**src/rtl/axis_fifo_sync.sv**
```systemverilog
// axis_fifo_sync: single-clock first-word-fall-through AXI-Stream FIFO with beat and packet occupancy.
module axis_fifo_sync #(
  parameter int DW    = 8,
  parameter int DEPTH = 16
) (
  input  logic                       clk,
  input  logic                       rst,
  input  logic [DW-1:0]              s_tdata,
  input  logic                       s_tvalid,
  input  logic                       s_tlast,
  output logic                       s_tready,
  output logic [DW-1:0]              m_tdata,
  output logic                       m_tvalid,
  output logic                       m_tlast,
  input  logic                       m_tready,
  output logic [$clog2(DEPTH):0]     count,
  output logic [$clog2(DEPTH):0]     pkt_count
);
  localparam int AW = $clog2(DEPTH);
  localparam int CW = AW + 1;
  logic [DW:0]   mem [DEPTH];
  logic [CW-1:0] wr_ptr, rd_ptr, wr_nxt, rd_nxt;
  logic          wr, rd;
  always_comb begin
    wr     = s_tvalid && s_tready;
    rd     = m_tvalid && m_tready;
    wr_nxt = wr ? wr_ptr + CW'(1) : wr_ptr;
    rd_nxt = rd ? rd_ptr + CW'(1) : rd_ptr;
  end
  assign m_tvalid            = wr_ptr != rd_ptr;
  assign {m_tlast, m_tdata}  = mem[rd_ptr[AW-1:0]];
  always_ff @(posedge clk)
    if (wr && !rst) mem[wr_ptr[AW-1:0]] <= {s_tlast, s_tdata};
  // ready looks at next-state pointers so a full-state read reopens the input one edge later
  always_ff @(posedge clk) begin
    if (rst) begin
      wr_ptr    <= '0;
      rd_ptr    <= '0;
      count     <= '0;
      pkt_count <= '0;
      s_tready  <= 1'b0;
    end else begin
      wr_ptr    <= wr_nxt;
      rd_ptr    <= rd_nxt;
      count     <= count + CW'(wr) - CW'(rd);
      pkt_count <= pkt_count + CW'(wr && s_tlast) - CW'(rd && m_tlast);
      s_tready  <= !(wr_nxt[AW] != rd_nxt[AW] && wr_nxt[AW-1:0] == rd_nxt[AW-1:0]);
    end
  end
endmodule

```
**config.mk**
```make
export PLATFORM = sky130hd
export DESIGN_NAME = axis_fifo_sync
export DESIGN_NICKNAME = d
export VERILOG_FILES = /design/src/rtl/axis_fifo_sync.sv
export SDC_FILE = /design/constraint.sdc
export NUM_CORES = 1
export LEC_CHECK = 0
export BUFFER_PORTS_ARGS = -buffer_cell sky130_fd_sc_hd__clkbuf_2
export CAP_MARGIN = 30
export CORE_AREA = 2 2 145 147
export CTS_CLUSTER_SIZE = 25
export DETAILED_ROUTE_END_ITERATION = 16
export DIE_AREA = 0 0 147 149
export PLACE_DENSITY = 0.58
export SETUP_SLACK_MARGIN = 0.1
export SYNTH_ARGS = -nofsm -noshare
export SYNTH_HDL_FRONTEND = slang
export SYNTH_SLANG_ARGS = --single-unit
```
**constraint.sdc**
```tcl
create_clock -name clk -period 2.88 [get_ports clk]
set_input_delay 0.576 -clock clk [delete_from_list [all_inputs] [get_ports clk]]
set_output_delay 0.576 -clock clk [all_outputs]
set_load 0.02 [all_outputs]
```
==> impl_results.md, run 1 <==
* Slew @ Worst Pin at ~0.42 ns
* GRT Resource Usage Total at 0.146
* Crit. Startpoint: rd_ptr[0]
* Avg Cell Area, Syn at about 18 µm²
* Ys async rst share at 0
* Most frequent cells in the layout: edfxtp_1, mux4_2, buf_4
* Ranking of synthesized cells by area: edfxtp_1, mux4_1, mux4_2
* Crit path to: m_tdata[5]
* Fillers at around 1,900
* Design Power at just over 6 mW
* Antenna Violating Nets Remaining at 0
* Syn Nets at between 400 and 500
* Hold_buf cts at 0
* Total CTS buffers at 17
* Peak VDD IR at between 0.5 and 0.6 mV
* Post-synth EDFFs at about 140
* TritonCTS clock tree: built
* Vias/cell at roughly 5.0
* Tmin final at roughly 3 ns
* ANT cells at 0
* Synth Cell Area at between 7000 and 8000 µm²
* Io pins at 34
* Final Skew at approximately 0.0074 ns
* Rel. slew slack at 0.716
* Min-Delay Path Class: in2reg
* Wire per inst at between 20 and 25 µm
* Drt total wl at around 15 mm
* Number of antenna violations at the first check in global routing at 0
* Initial DRC count at around 300
* R2r worst-path depth at 11
* Crit-path max FO at 8
* Type of origin of the critical path: flip-flop
* H-tree levels at 4
* Vias in the first global route at around 3,800
* Largest net degree at the start of global routing at 24
* Top cell type by total area after synthesis: edfxtp_1
* Reg2Reg Setup Slack at -0.12 ns
* Die Height at between 100 and 150 µm
* Ys flop type: edfxtp_1
* # DRC at 0
* Psw at about 1.6 mW
* Nets at 491
* Worst hold slack at roughly 0.57 ns
* Routability-driven placement congestion ratio at ~0.80
* Failing checks: setup timing
* Initial core utilization at 0.341
* CP Class: reg2out
* Area grow syn2layout at 21.2%
* Final setup viols at 10
* First-pass GRT wire length at 23.2 mm
* Synth warn at 0
* Sw Ratio at 0.256
* Worst EP required at 2.30 ns
* Die area at 21,900 µm²
* PwrDens at ~710 nW/µm²
* Critical path cell sequence: buf_4 -> buf_16 -> mux4_1 -> mux4_2 -> buf_4
* Sequential power share at 0.448
* Row cnt at 53
* Final period utilization at 1.04
* Share of the synthesized area in the top cell type at 0.616
* CTS clk-pin slew, worst paths at ~0.070 ns
* Via Count at around 3,700
* Most frequent CP cell: buf_4
* Layout cells sized above 1 at 0.363
* Clk sink count at around 170
* Setup_tns at -0.735 ns
* Die extent in x at approximately 150 µm
* Core Util, Final at 0.413
* Total leakage power at 2.90 nW
* Endpoints failing hold at 0
* CP peak stage delay at approximately 0.55 ns
* Post-DP HPWL at roughly 9.5 mm
* Slew Limit Fails at 0
* Worst setup margin at -0.126 ns
* Comb power frac at 0.175
* Core area at 20,600 µm²
* CTS root buf: clkbuf_16
* Maximum Capacitance Violations at 0
* RR Endpoint: pkt_count[4]
* Clock share of power at 0.377
* DP Worst Slack at -0.209 ns
* Synthesized flop and latch total at between 150 and 200
* Crit end category: output pin
* Synth Instances at around 380
* Internal at between 4 and 5 mW
* FMAX at around 0.33 GHz
* Sequential area share after synthesis at 0.676
* CP max-delay cell: mux4_1
* Clk_lat worst skew at 0.43 ns
* Status: complete, but fails checks
* Grt total ovfl at 0
* IO buf count at 33
* Arrival @ worst endpoint at 2.43 ns
* FF-to-FF Start: rd_ptr[0]
* RSZ-0062 raised after global routing: yes
* Clock Tree Buf Depth at 2
* Drt pass-1 iters at 4
* Commonest non-fill, non-tap cell in the layout: edfxtp_1
* Yosys cell types at between 40 and 50
-- flip-flops by register name, summed over array words and instances (netlist names) --
name,flops
rd_ptr,5
s_tready,1
pkt_count,5
count,5
wr_ptr,5
mem,144
-- timing repair --
| item | CTS | global route |
|---|---|---|
| pin swaps | 4 | 8 |
| endpoints found under the setup margin | 12 | 14 |
| buffers inserted | 5 | 2 |
| resized for setup | 28 | 28 |
| gates cloned | 2 | 1 |
-- cells in the mapped netlist (all sizes together), types with 4 or more instances --
library cell and instances:
nand3 4, xor2 14, clkbuf 9, nand4 4, mux4 45, ha 15, a21o 4, xnor2 12
a21oi 11, nor2 34, nand2 12, edfxtp 144, dfxtp 21, inv 15, buf 12
-- worst max-delay path, delay by kind of cell (launching register included) --
family,cells,cell delay [ns]
DFF,1,0.43
buffers and inverters,3,0.49
muxes,2,1.08
-- kinds of logic (layout without fill, tap and decap cells) --
group,Yosys count,after routing,synth area share
muxes,45,45,0.156
xor gates and xnor gates,27,27,0.0367
DFF,165,165,0.676
buffers and inverters,36,128,0.0294
adders and majority gates,17,17,0.0325
AOI/OAI and AO/OA,25,25,0.0241
and+or+nand+nor,67,67,0.0446
-- per-layer routing --
layer  wire length [µm]  GRT usage  share of wire
met4                162     0.0337          0.011
met2               7430      0.234           0.49
met1               6700      0.199           0.44
met3               1000     0.0428          0.066
met5                  0          0              0
-- area by class of cell --
| cell class | count | area (µm²) | share of cell area |
|---|---|---|---|
| inverters | 15 | 58.8 | 0.00692 |
| multi-input cells | 181 | 2050 | 0.241 |
| clock buffers | 18 | 429 | 0.0505 |
| repair buffers | 81 | 706 | 0.0830 |
| clock inverters | 14 | 165 | 0.0194 |
| well taps | 275 | 344 | 0.0405 |
| flip-flops and latches | 165 | 4750 | 0.559 |
-- power groups by stage --
stage | sequential (mW) | combinational, mW | clock (mW)
2_1_floorplan | 2.81 | 0.652 | 0
3_3_place_gp | 2.76 | 0.885 | 0
3_5_place_dp | 2.76 | 0.907 | 0
4_1_cts | 2.72 | 1.02 | 2.32
5_1_grt | 2.72 | 1.17 | 2.43
6_report | 2.71 | 1.06 | 2.28
-- worst min-delay path by stage --
| stage | startpoint | end | depth (start not counted) |
|---|---|---|---|
| finish | s_tdata[4] | mem[13][4] | 1 |
| global route | s_tdata[4] | mem[13][4] | 1 |
| CTS | m_tready | rd_ptr[1] | 3 |
| detailed placement | wr_ptr[4] | wr_ptr[4] | 2 |
| global placement | wr_ptr[4] | wr_ptr[4] | 2 |
| floorplan | wr_ptr[4] | wr_ptr[4] | 2 |
-- per-stage QoR --
step | instances | area (µm²)
3_5_place_dp | 708 | 7710
3_3_place_gp | 708 | 7710
5_1_grt | 749 | 8500
4_1_cts | 746 | 8450
2_1_floorplan | 382 | 7050
6_report | 749 | 8500
Note: power is estimated with default switching activity, not from simulation.
==> run 2, diff against run 1 <==
--- a/config.mk
+++ b/config.mk
@@ -7,11 +7,12 @@
 export LEC_CHECK = 0
 export BUFFER_PORTS_ARGS = -buffer_cell sky130_fd_sc_hd__clkbuf_2
 export CAP_MARGIN = 30
-export CORE_AREA = 2 2 145 147
+export CORE_AREA = 2 2 127 129
 export CTS_CLUSTER_SIZE = 25
 export DETAILED_ROUTE_END_ITERATION = 16
-export DIE_AREA = 0 0 147 149
-export PLACE_DENSITY = 0.58
+export DIE_AREA = 0 0 129 131
+export PLACE_DENSITY = 0.7
+export RECOVER_POWER = 50
 export SETUP_SLACK_MARGIN = 0.1
 export SYNTH_ARGS = -nofsm -noshare
 export SYNTH_HDL_FRONTEND = slang
==> run 2 against run 1 <==
Effect of this change: the run still ends with setup timing left; die area is 23% lower; via count is 2.3% lower; hold slack better by 0.0061 ns; combinational power is 6% lower; first-iteration DRC count is 10% higher; sequential share of layout area is 1.7 points higher; critical path type is now reg2reg; largest power group unchanged; highest routed layer unchanged.
==> impl_results.md, run 2 (synthesis results as in run 1) <==
* Area grow syn2layout at 17.6%
* Crit end category: flip-flop
* Routability-driven placement congestion ratio at 0.773
* Post-placement cell count at ~650
* Clk sink count at 165
* CTS root buf: clkbuf_16
* Commonest non-fill, non-tap cell in the layout: edfxtp_1
* RSZ-0062 raised after global routing: yes
* Internal at roughly 4.3 mW
* RR Endpoint: pkt_count[4]
* Via Count at around 3,600
* Clock share of power at 0.359
* Slew @ Worst Pin at roughly 0.7 ns
* Nets at 488
* Worst EP required at between 3 and 4 ns
* Number of antenna violations at the first check in global routing at 1
* H-tree levels at 4
* CTS clk-pin slew, worst paths at 0.06 ns
* Area after DPL at roughly 7600 µm²
* Die extent in x at ~130 µm
* Grt total ovfl at 0
* Vias/cell at 5.28
* Core area at between 15,000 and 20,000 µm²
* Vias in the first global route at 3,602
* Largest net degree at the start of global routing at 30
* Antenna Violating Nets Remaining at 0
* FMAX at 0.335 GHz
* Failing checks: setup timing
* Worst hold slack at between 0.5 and 0.6 ns
* Wire per inst at approximately 21 µm
* First-pass GRT wire length at about 21 mm
* Final Skew at ~0.0075 ns
* Crit-path max FO at 7
* DP Worst Slack at -0.186 ns
* Die Height at 131 µm
* Core Util, Final at 0.529
* GRT Resource Usage Total at 0.174
* Total leakage power at roughly 2.8 nW
* Total CTS buffers at 17
* Drt total wl at between 10 and 15 mm
* Sequential power share at 0.469
* Comb power frac at 0.172
* Post-DP HPWL at approximately 8.8 mm
* FF-to-FF Start: rd_ptr[0]
* Reg2Reg Setup Slack at -0.10 ns
* Final setup viols at 10
* Setup_tns at -0.468 ns
* Endpoints failing hold at 0
* R2r worst-path depth at 11
* Psw at 1.51 mW
* Final period utilization at 1.04
* Most frequent cells in the layout: edfxtp_1, buf_4, nor2_1
* Non-Filler Instances at 688
* Tmin final at around 3.0 ns
* CP Class: reg2reg
* Drt pass-1 iters at 4
* Status: complete, but fails checks
* Sw Ratio at 0.261
* Maximum Capacitance Violations at 0
* Design Power at approximately 5.8 mW
* Rel. slew slack at 0.534
* Min-Delay Path Class: in2reg
* Crit. Startpoint: rd_ptr[0]
* # DRC at 0
* Clk_lat worst skew at 0.42 ns
* Arrival @ worst endpoint at between 3 and 4 ns
* Clock Tree Buf Depth at 2
* Layout cells sized above 1 at 0.325
* Worst setup margin at -0.104 ns
* PwrDens at 702 nW/µm²
* Initial DRC count at 334
* Slew Limit Fails at 0
* TritonCTS clock tree: built
* Die area at ~17,000 µm²
* Row cnt at 46
* Fin area at approximately 8300 µm²
* Initial core utilization at 0.450
* Largest register FFs at 144
* Crit path to: pkt_count[4]
* IO buf count at 33
* Peak VDD IR at between 0.4 and 0.5 mV
* Type of origin of the critical path: flip-flop
* Io pins at 34
[run 2: changes by cell type in the layout (fill, tap and decap cells not counted), sizes merged]
cell / previous run / this run
buf: 55 / 50
bufinv: 2 / 0
clkbuf: 44 / 47
clkinvlp: 0 / 2
diode: 0 / 1
inv: 22 / 21
[run 2: power groups by stage]
stage / clock [mW] / sequential [mW] / combinational (mW)
3_5_place_dp: 0 / 2.76 / 0.901
5_1_grt: 2.20 / 2.73 / 1.10
4_1_cts: 2.12 / 2.72 / 0.933
2_1_floorplan: 0 / 2.81 / 0.652
3_3_place_gp: 0 / 2.76 / 0.861
6_report: 2.08 / 2.72 / 0.998
[run 2: routing by layer]
layer,up-vias,global-route usage,share of wire
li1,1642,-,-
met1,1874,0.229,0.42
met2,100,0.291,0.52
met3,16,0.0383,0.050
met4,0,0.0563,0.014
met5,-,0,0
[run 2: worst min-delay path by stage]
| stage | from | endpoint | slack, ns | cells after the start |
|---|---|---|---|---|
| 2_1_floorplan | wr_ptr[4] | wr_ptr[4] | 0.53 | 2 |
| 3_3_place_gp | wr_ptr[4] | wr_ptr[4] | 0.55 | 2 |
| 3_5_place_dp | wr_ptr[4] | wr_ptr[4] | 0.59 | 2 |
| 4_1_cts | s_tdata[3] | mem[7][3] | 0.55 | 1 |
| 5_1_grt | m_tready | rd_ptr[1] | 0.61 | 3 |
| 6_report | m_tready | rd_ptr[1] | 0.57 | 3 |
[run 2: what timing repair did]
item	4_1_cts	5_1_grt
setup endpoints to repair	16	13
pin swaps	1	8
gates resized for setup	10	15
hold buffers	0	0
cloned	0	2
setup buffers	1	5
[run 2: worst max-delay path, cell delays in order, from the launching register on]
cell	delay, ns
dfxtp_4	0.41
mux4_2	0.52
mux4_2	0.50
and2_4	0.18
ha_4	0.26
inv_2	0.03
ha_4	0.15
fa_2	0.34
a21o_1	0.18
a21oi_2	0.13
xnor2_1	0.12
nor2_1	0.05
[run 2: area by class of cell]
class                           count  area, µm²
Tap cell                          216        270
Clock inverter                     13        118
Inverter                           15       56.3
Sequential cell                   165       4750
Multi-Input combinational cell    181       2080
Timing Repair Buffer               78        538
Antenna cell                        1       2.50
Clock buffer                       19        433
Fill cell                        1195       7350
